File: src/rtl/seq_mult_8_pkg.sv
// Shared constants and state encoding for the sequential shift-and-add multiplier.
package seq_mult_8_pkg;

    localparam int N_WIDTH = 8;

    typedef enum logic [1:0] {
        ST_IDLE = 2'd0,
        ST_RUN  = 2'd1,
        ST_DONE = 2'd2
    } state_e;

    // The iteration counter is 4 bits wide, so the terminal count is sized to match.
    localparam logic [3:0] CNT_LAST = 4'(N_WIDTH - 1);

endpackage

File: src/rtl/Add_rca_8.sv
// 8-bit ripple-carry adder: sum = a + b + c_in, with the carry-out on c.
module Add_rca_8 (
    input  logic [7:0] a,
    input  logic [7:0] b,
    input  logic       c_in,
    output logic [7:0] sum,
    output logic       c
);

    logic [8:0] carry;

    always_comb begin
        carry[0] = c_in;
        for (int i = 0; i < 8; i++) begin
            sum[i]       = a[i] ^ b[i] ^ carry[i];
            carry[i + 1] = (a[i] & b[i]) | (carry[i] & (a[i] ^ b[i]));
        end
    end

    assign c = carry[8];

endmodule

File: src/rtl/seq_mult_8.sv
// Unsigned 8x8 shift-and-add multiplier: one adder pass per cycle, 16-bit product after 8 iterations.
module seq_mult_8
    import seq_mult_8_pkg::*;
#(
    parameter int N = N_WIDTH
) (
    input  logic           clk,
    input  logic           rst,
    input  logic           start,
    input  logic [N-1:0]   a,
    input  logic [N-1:0]   b,
    output logic           busy,
    output logic           done,
    output logic [2*N-1:0] product
);

    state_e         state_q, state_d;
    logic [N-1:0]   m_q, m_d;
    logic [2*N-1:0] p_q, p_d;
    logic [3:0]     cnt_q, cnt_d;
    logic [2*N-1:0] product_q, product_d;

    logic [N-1:0]   add_b;
    logic [N-1:0]   add_sum;
    logic           add_c;
    logic [2*N-1:0] iter_p;

    // Multiplier LSB gates the multiplicand; a zero bit passes the high half through unchanged.
    assign add_b = m_q & {N{p_q[0]}};

    Add_rca_8 u_add (
        .a    (p_q[2*N-1:N]),
        .b    (add_b),
        .c_in (1'b0),
        .sum  (add_sum),
        .c    (add_c)
    );

    // Carry-out lands in the top bit as the whole register shifts right by one.
    assign iter_p = {add_c, add_sum, p_q[N-1:1]};

    always_comb begin
        // NOTE: every next-state signal gets a hold default first so no path leaves it unassigned (no latches).
        state_d   = state_q;
        m_d       = m_q;
        p_d       = p_q;
        cnt_d     = cnt_q;
        product_d = product_q;

        case (state_q)
            ST_IDLE, ST_DONE: begin
                if (start) begin
                    m_d     = a;
                    p_d     = {{N{1'b0}}, b};
                    cnt_d   = '0;
                    state_d = ST_RUN;
                end else begin
                    state_d = ST_IDLE;
                end
            end
            ST_RUN: begin
                p_d   = iter_p;
                cnt_d = cnt_q + 4'd1;
                if (cnt_q == CNT_LAST) begin
                    product_d = iter_p;
                    state_d   = ST_DONE;
                end
            end
            default: state_d = ST_IDLE;
        endcase
    end

    always_ff @(posedge clk) begin
        // NOTE: state registers use non-blocking assignments so every flop samples pre-edge values.
        if (rst) begin
            state_q   <= ST_IDLE;
            m_q       <= '0;
            p_q       <= '0;
            cnt_q     <= '0;
            product_q <= '0;
        end else begin
            state_q   <= state_d;
            m_q       <= m_d;
            p_q       <= p_d;
            cnt_q     <= cnt_d;
            product_q <= product_d;
        end
    end

    assign busy    = (state_q == ST_RUN);
    assign done    = (state_q == ST_DONE);
    assign product = product_q;

endmodule
File: config.mk
export PLATFORM = sky130hd
export DESIGN_NAME = seq_mult_8
export DESIGN_NICKNAME = d
export VERILOG_FILES = /design/src/rtl/seq_mult_8_pkg.sv /design/src/rtl/Add_rca_8.sv /design/src/rtl/seq_mult_8.sv
export SDC_FILE = /design/constraint.sdc
export NUM_CORES = 1
export LEC_CHECK = 0
export CORE_ASPECT_RATIO = 2
export CORE_MARGIN = 5
export CORE_UTILIZATION = 53
export CTS_BUF_LIST = sky130_fd_sc_hd__clkbuf_2 sky130_fd_sc_hd__clkbuf_4 sky130_fd_sc_hd__clkbuf_8
export DETAILED_ROUTE_END_ITERATION = 12
export PLACE_DENSITY = 0.9
export SYNTH_ARGS = -nofsm -noshare
export SYNTH_HDL_FRONTEND = slang
export SYNTH_SLANG_ARGS = --single-unit
File: constraint.sdc
create_clock -name clk -period 3.7 [get_ports clk]
set_input_delay 0.74 -clock clk [delete_from_list [all_inputs] [get_ports clk]]
set_output_delay 0.74 -clock clk [all_outputs]
set_load 0.005 [all_outputs]
==> impl_metrics.yaml, run 1 <==
timing:
  max_slew_margin_pct: 36.00
  rsz0062_at_grt: "false"
  setup_viol: 0
  fmax_ghz: 0.2943
  max_slew.worst_pin.slew_ns: 0.9600
  drv_slew: 0
  fin_skew_ns: 0.009848
  finalSetupTns_ns: 0
  min_period_over_period_pct: 91.84
  min_period_ns: 3.398
  hold_violations: 0
  whs_ns: 0.4527
floorplan:
  initial_core_util_pct: 55.27
  die_h_um: 94.41
  rows: 30
  pin_count: 37
  design.core.area_um2: 3416
  dieWidth_um: 52.21
  dieArea_um2: 4929
routing:
  drc_errors: 0
  wl_mm: 4.073
  drtAntennaViolNets: 0
  detail_route.iter0.violations: 29
  drt-pass1-iter-count: 4
  wire_per_inst_um: 14.65
  viasPerCell: 5.450
  vias: 1515
power_and_ir_drop:
  ir_drop_v: 0.0004412
  power_leakage_nw: 0.8197
  power.density_nw_per_um2: 413.4
clock_network:
  cts_tree: "done"
  cts_buffer_depth: 2
  cts.sinks: 46
  cts_root_buf: "clkbuf_8"
  cts_buffers: 5
  clk_pin_slew_ns: 0.08
  worstSkewPairLatency_ns: 0.30
  cts_hold_buf: 0
  post_cts_buffers: 0
  cts_resized: 0
  htree_levels: 2
critical_path:
  path_delay_family: "adder cells"
  critical_path_buf_inv_count: 2
  end_kind: "register"
  cp_slowest_stage_delay_ns: 0.45
  cp_slowest_cell: "fa_1"
  worstPathCellList: "buf_4 -> and2_1 -> fa_1 -> fa_1 -> inv_1 -> fa_1 -> fa_1 -> fa_1 -> fa_1 -> fa_1 -> nand2b_1 -> a21oi_1"
  crit_fanout: 8
  critPathKind: "reg -> reg"
  cp_common_cell: "fa_1"
  critPathArrivalTime_ns: 3.64
  cp.required_ns: 3.94
  critPathLaunchType: "register"
synthesis:
  synth_cells: 198
  synthArstFlopShare_pct: 0
  synth.top_cell.area_share_pct: 48.77
  ys_top_cells_by_count: "46 x dfxtp_1, 28 x a21oi_1, 24 x nand2_1, 18 x nand3_1, 10 x a22o_1"
  ys_seq_elements: 46
  synth_edf_count: 0
  syn-num-nets: 226
  synth_top_flop_cell: "dfxtp_1"
  synthTopCellsByArea: "dfxtp_1 49%, a21oi_1 7.4%, fa_1 7.4%, nand3_1 4.8%, nand2_1 4.8%"
  synth_area_um2: 1888
  avgSynthCellArea_um2: 9.536
  synth.largest_area_cell: "dfxtp_1"
  yosysMostFrequentCell: "dfxtp_1"
  ys_seq_area_share_pct: 48.77
  synth.distinct_cells: 26
  ys_warn_count: 0
placement:
  hpwlAfterDp_mm: 2.774
  gp_congestion: 0.7710
  numPortBuffers: 36
layout:
  areaGrowthSynthToFinish_pct: 25.65
  seq_area_um2: 920.9
  multi_input_area_um2: 848.3
  insertedDiodeCount: 0
  num-nets-final: 257
  drive_gt1_share_pct: 7.391
  nFillCells: 269
grt:
  grt_antenna_before_repair: 0
  grt_usage_pct: 18.14
  overflow: 0
  grt_pass1_wl_mm: 6.713
  grt_pass1_vias: 1497
  grt_max_degree: 32
flow_run:
  cap_violations: 0
worst_hold_path:
  min-delay-path-class: "reg -> reg"
status:
  outcome: "finished, final reports clean"
## metal layers
metal	global-route usage [%]	vias to the layer above	part of all wire [%]
li1	-	740	-
met4	7.889	0	2.1
met2	30.46	38	54
met1	21.35	728	38
met3	4.581	9	5.5
met5	0	-	0
## registers in the layout, indices dropped and copies added (netlist names)
name     flops
p_q         16
state_q      2
product     16
m_q          8
cnt_q        4
## worst register-to-register path, delay by kind of cell (launching register included)
family          cells  cell delay [ns]
compound gates      1             0.12
buf+inv             2             0.19
simple gates        2             0.31
fa+ha+maj           7             2.38
flops               1             0.33
## report_power, final
group	total [mW]	leakage [nW]	internal, mW	switching [mW]
sequential	0.518	0.373	0.509	0.00937
clock	0.375	0.0504	0.201	0.174
combinational	0.0881	0.396	0.0393	0.0488
## stage by stage
step | instances | total power [mW] | instance area [um2] | setup slack [ns] | util (%)
after floorplan | 198 | 0.5798 | 1888 | 0.2691 | -
after global placement | 270 | 0.6158 | 2258 | 0.4334 | 66.12
after detailed placement | 270 | 0.6172 | 2258 | 0.3379 | 66.12
after CTS | 278 | 0.9865 | 2372 | 0.2961 | 69.45
after global routing | 278 | 1.019 | 2372 | 0.1507 | 69.45
final | 278 | 0.9808 | 2372 | 0.3017 | 69.45
## worst paths after layout
path	startpoint	endpoint	slack (ns)	cells past startpoint
max	p_q[0]$_SDFFE_PP0P_	p_q[14]$_SDFFE_PP0P_	0.30	12
min	m_q[1]$_SDFFE_PP0P_	m_q[1]$_SDFFE_PP0P_	0.45	2
max reg2reg	p_q[0]$_SDFFE_PP0P_	p_q[14]$_SDFFE_PP0P_	0.30	12
min reg2reg	m_q[1]$_SDFFE_PP0P_	m_q[1]$_SDFFE_PP0P_	0.45	2
## cells by family (layout without fill, tap and decap cells)
group           Yosys count  in the layout  synth area share, %
fa+ha+maj                 9              9                8.747
buf+inv                  25             57                6.295
simple gates             62             62                16.04
flops                    46             46                48.77
compound gates           54             54                18.95
mux                       2              2                1.193
## layout make-up
type,instances,area share (%)
Multi-Input combinational cell,127,35.76
Clock inverter,3,1.899
Inverter,8,1.319
Clock buffer,5,2.901
Tap cell,48,2.532
Sequential cell,46,38.82
Timing Repair Buffer,41,16.77
## layout by cell type (no fill, tap or decap), types with 2 or more instances in the layout
master	Yosys	routed
a21oi_1	28	28
a22o_1	10	10
a22oi_1	8	8
and2_1	3	3
buf_4	0	5
clkbuf_8	0	5
clkdlybuf4s50_1	0	36
clkinvlp_4	0	2
dfxtp_1	46	46
fa_1	7	7
ha_1	2	2
inv_1	7	7
mux2_2	2	2
nand2_1	24	24
nand2b_1	9	9
nand3_1	18	18
nor2_1	2	2
nor2b_1	2	2
o2bb2ai_1	6	6
(Power assumes the default switching activity.)
==> inputs of run 2 (changes only) <==
==> constraint.sdc (replaced) <==
create_clock -name clk -period 3.2 [get_ports clk]
set_input_delay 0.64 -clock clk [delete_from_list [all_inputs] [get_ports clk]]
set_output_delay 0.64 -clock clk [all_outputs]
set_load 0.005 [all_outputs]
==> run 2 against run 1 <==
Net effect:
- the flow now finishes with violations (negative setup slack)
- critical path type unchanged
- via count increased by 2.6%
- sequential share of layout area down 0.54 points
- first-iteration DRC count rose by 28%
- critical path depth stayed put
- register-to-register slack worse by 0.32 ns
- core utilization up 1.2 points
- power is 17% higher
- clock-buffer cell count is the same
- global-route usage up 2.1 points
- largest power group unchanged
- clock power rose by 18%
==> impl_metrics.yaml, run 2 (same netlist as run 1, synthesis figures left out) <==
critical_path:
  crit_path_end: "p_q[14]$_SDFFE_PP0P_"
  end_kind: "register"
  cp.required_ns: 3.39
  critPathLaunch: "p_q[0]$_SDFFE_PP0P_"
  r2r-end: "p_q[14]$_SDFFE_PP0P_"
  reg2reg_depth: 12
  critPathLaunchType: "register"
  r2r_slack_ns: -0.02
  critPathArrivalTime_ns: 3.41
  crit_fanout: 2
  critPathKind: "reg -> reg"
  r2r_start: "p_q[0]$_SDFFE_PP0P_"
clock_network:
  cts_hold_buf: 0
  cts_tree: "done"
  clk_pin_slew_ns: 0.09
  cts_buffer_depth: 2
  htree_levels: 2
  worstSkewPairLatency_ns: 0.31
  cts_root_buf: "clkbuf_8"
  cts.sinks: 46
  cts_buffers: 5
layout:
  insertedDiodeCount: 0
  fin_area_um2: 2412
  drive_gt1_share_pct: 12.07
  layout_common_cells: "44 x dfxtp_1, 36 x clkdlybuf4s50_1, 27 x a21oi_1, 24 x nand2_1, 18 x nand3_1"
  num-nets-final: 259
  instances_no_fill: 280
  areaGrowthSynthToFinish_pct: 27.77
  seq_area_um2: 923.4
  fin_util_pct: 70.62
  layout_commonest_cell: "dfxtp_1"
  nFillCells: 273
  multi_input_area_um2: 872.1
worst_hold_path:
  min-delay-path-class: "reg -> reg"
  hold_path_startpoint: "m_q[1]$_SDFFE_PP0P_"
timing:
  min_period_ns: 3.222
  max_slew_margin_pct: 51.75
  fmax_ghz: 0.3103
  min_period_over_period_pct: 100.7
  fin_skew_ns: 0.006386
  rsz0062_at_grt: "true"
  hold_violations: 0
  max_slew.worst_pin.slew_ns: 0.7223
  finalSetupTns_ns: -0.02220
  worst_slack_ns: -0.02220
  drv_slew: 0
  whs_ns: 0.4554
  setup_viol: 1
grt:
  grt_pass1_vias: 1629
  grt_pass1_wl_mm: 7.376
  grt_max_degree: 32
  overflow: 0
  grt_antenna_before_repair: 0
  grt_usage_pct: 20.24
routing:
  drtAntennaViolNets: 0
  detail_route.iter0.violations: 37
  wl_mm: 4.414
  drc_errors: 0
  drt-pass1-iter-count: 4
  wire_per_inst_um: 15.76
  vias: 1555
  viasPerCell: 5.554
floorplan:
  rows: 30
  design.core.area_um2: 3416
  dieWidth_um: 52.21
  initial_core_util_pct: 55.27
  pin_count: 37
  dieArea_um2: 4929
  die_h_um: 94.41
status:
  violations: "negative setup slack"
  outcome: "finished with violations"
placement:
  dp_cells: 271
  numPortBuffers: 36
  gp_congestion: 0.8189
  post-place-ws_ns: -0.1049
  placed_cell_area_um2: 2273
  hpwlAfterDp_mm: 3.042
power_and_ir_drop:
  pwr-share-seq_pct: 52.1
  power_leakage_nw: 0.8510
  pwr-share-comb_pct: 9.4
  switching_share_pct: 24.34
  power.switching_mw: 0.2801
  p_int_mw: 0.8709
  ir_drop_v: 0.0005134
  power_mw: 1.151
  power.density_nw_per_um2: 477.1
  clkPwrFrac_pct: 38.5
flow_run:
  cap_violations: 0
[run 2: cell count changes in the layout (fill, tap and decap cells not counted)]
cell        previous run  this run
dfxtp_1               46        44
fa_2                   0         5
clkinvlp_4             2         0
clkinv_2               1         2
a21oi_2                0         1
a21oi_1               28        27
nand2b_1               9         8
buf_4                  5         7
dfxtp_2                0         2
nand2b_4               0         1
inv_6                  0         1
fa_1                   7         2
[run 2: critical path: stages (launching register included)]
cell and delay (ns):
dfxtp_2 0.34, and2_1 0.12, ha_1 0.16, fa_2 0.20, fa_1 0.16, inv_1 0.05, fa_2 0.34, fa_2 0.35
fa_2 0.34, fa_2 0.35, fa_1 0.51, nand2b_4 0.13, a21oi_2 0.05
[run 2: worst min path at each step]
stage / endpoint / slack, ns / depth (start not counted)
3_5_place_dp: m_q[1]$_SDFFE_PP0P_ / 0.44 / 2
5_1_grt: m_q[2]$_SDFFE_PP0P_ / 0.48 / 2
3_3_place_gp: m_q[0]$_SDFFE_PP0P_ / 0.44 / 2
4_1_cts: m_q[1]$_SDFFE_PP0P_ / 0.46 / 2
6_report: m_q[1]$_SDFFE_PP0P_ / 0.46 / 2
2_1_floorplan: m_q[0]$_SDFFE_PP0P_ / 0.43 / 2
[run 2: timing repair]
| item | CTS | global route |
|---|---|---|
| resized for setup | 4 | 2 |
| pin swaps | 0 | 0 |
| endpoints found under the hold margin | 0 | 0 |
| setup buffers | 1 | 0 |
| endpoints found under the setup margin | 3 | 2 |
[run 2: routing by layer]
layer	global-route usage (%)	up-vias	wire, um
met5	0	-	0
met4	13.43	0	167
li1	-	745	-
met1	22.02	762	1667
met2	33.82	33	2418
met3	4.739	15	161
[run 2: layout make-up]
class	instances	area share, %
Sequential cell	46	38.28
Clock buffer	5	2.853
Clock inverter	3	1.815
Inverter	8	1.297
Tap cell	48	2.490
Timing Repair Buffer	43	17.12
Multi-Input combinational cell	127	36.15
[run 2: power groups by stage]
stage               clock [mW]  sequential, mW  combinational, mW
floorplan                    0           0.609             0.0629
global placement             0           0.612              0.101
detailed placement           0           0.613              0.104
CTS                      0.449           0.599              0.106
global route             0.478           0.602              0.116
finish                   0.443           0.600              0.108
==> inputs of run 3 (changes only) <==
--- a/config.mk
+++ b/config.mk
@@ -10,6 +10,7 @@
 export CORE_UTILIZATION = 53
 export CTS_BUF_LIST = sky130_fd_sc_hd__clkbuf_2 sky130_fd_sc_hd__clkbuf_4 sky130_fd_sc_hd__clkbuf_8
 export DETAILED_ROUTE_END_ITERATION = 12
+export HOLD_SLACK_MARGIN = 0.08
 export PLACE_DENSITY = 0.9
 export SYNTH_ARGS = -nofsm -noshare
 export SYNTH_HDL_FRONTEND = slang
==> results of run 3 <==
Same layout as run 2: the final DEF is identical, and so are final timing and power.
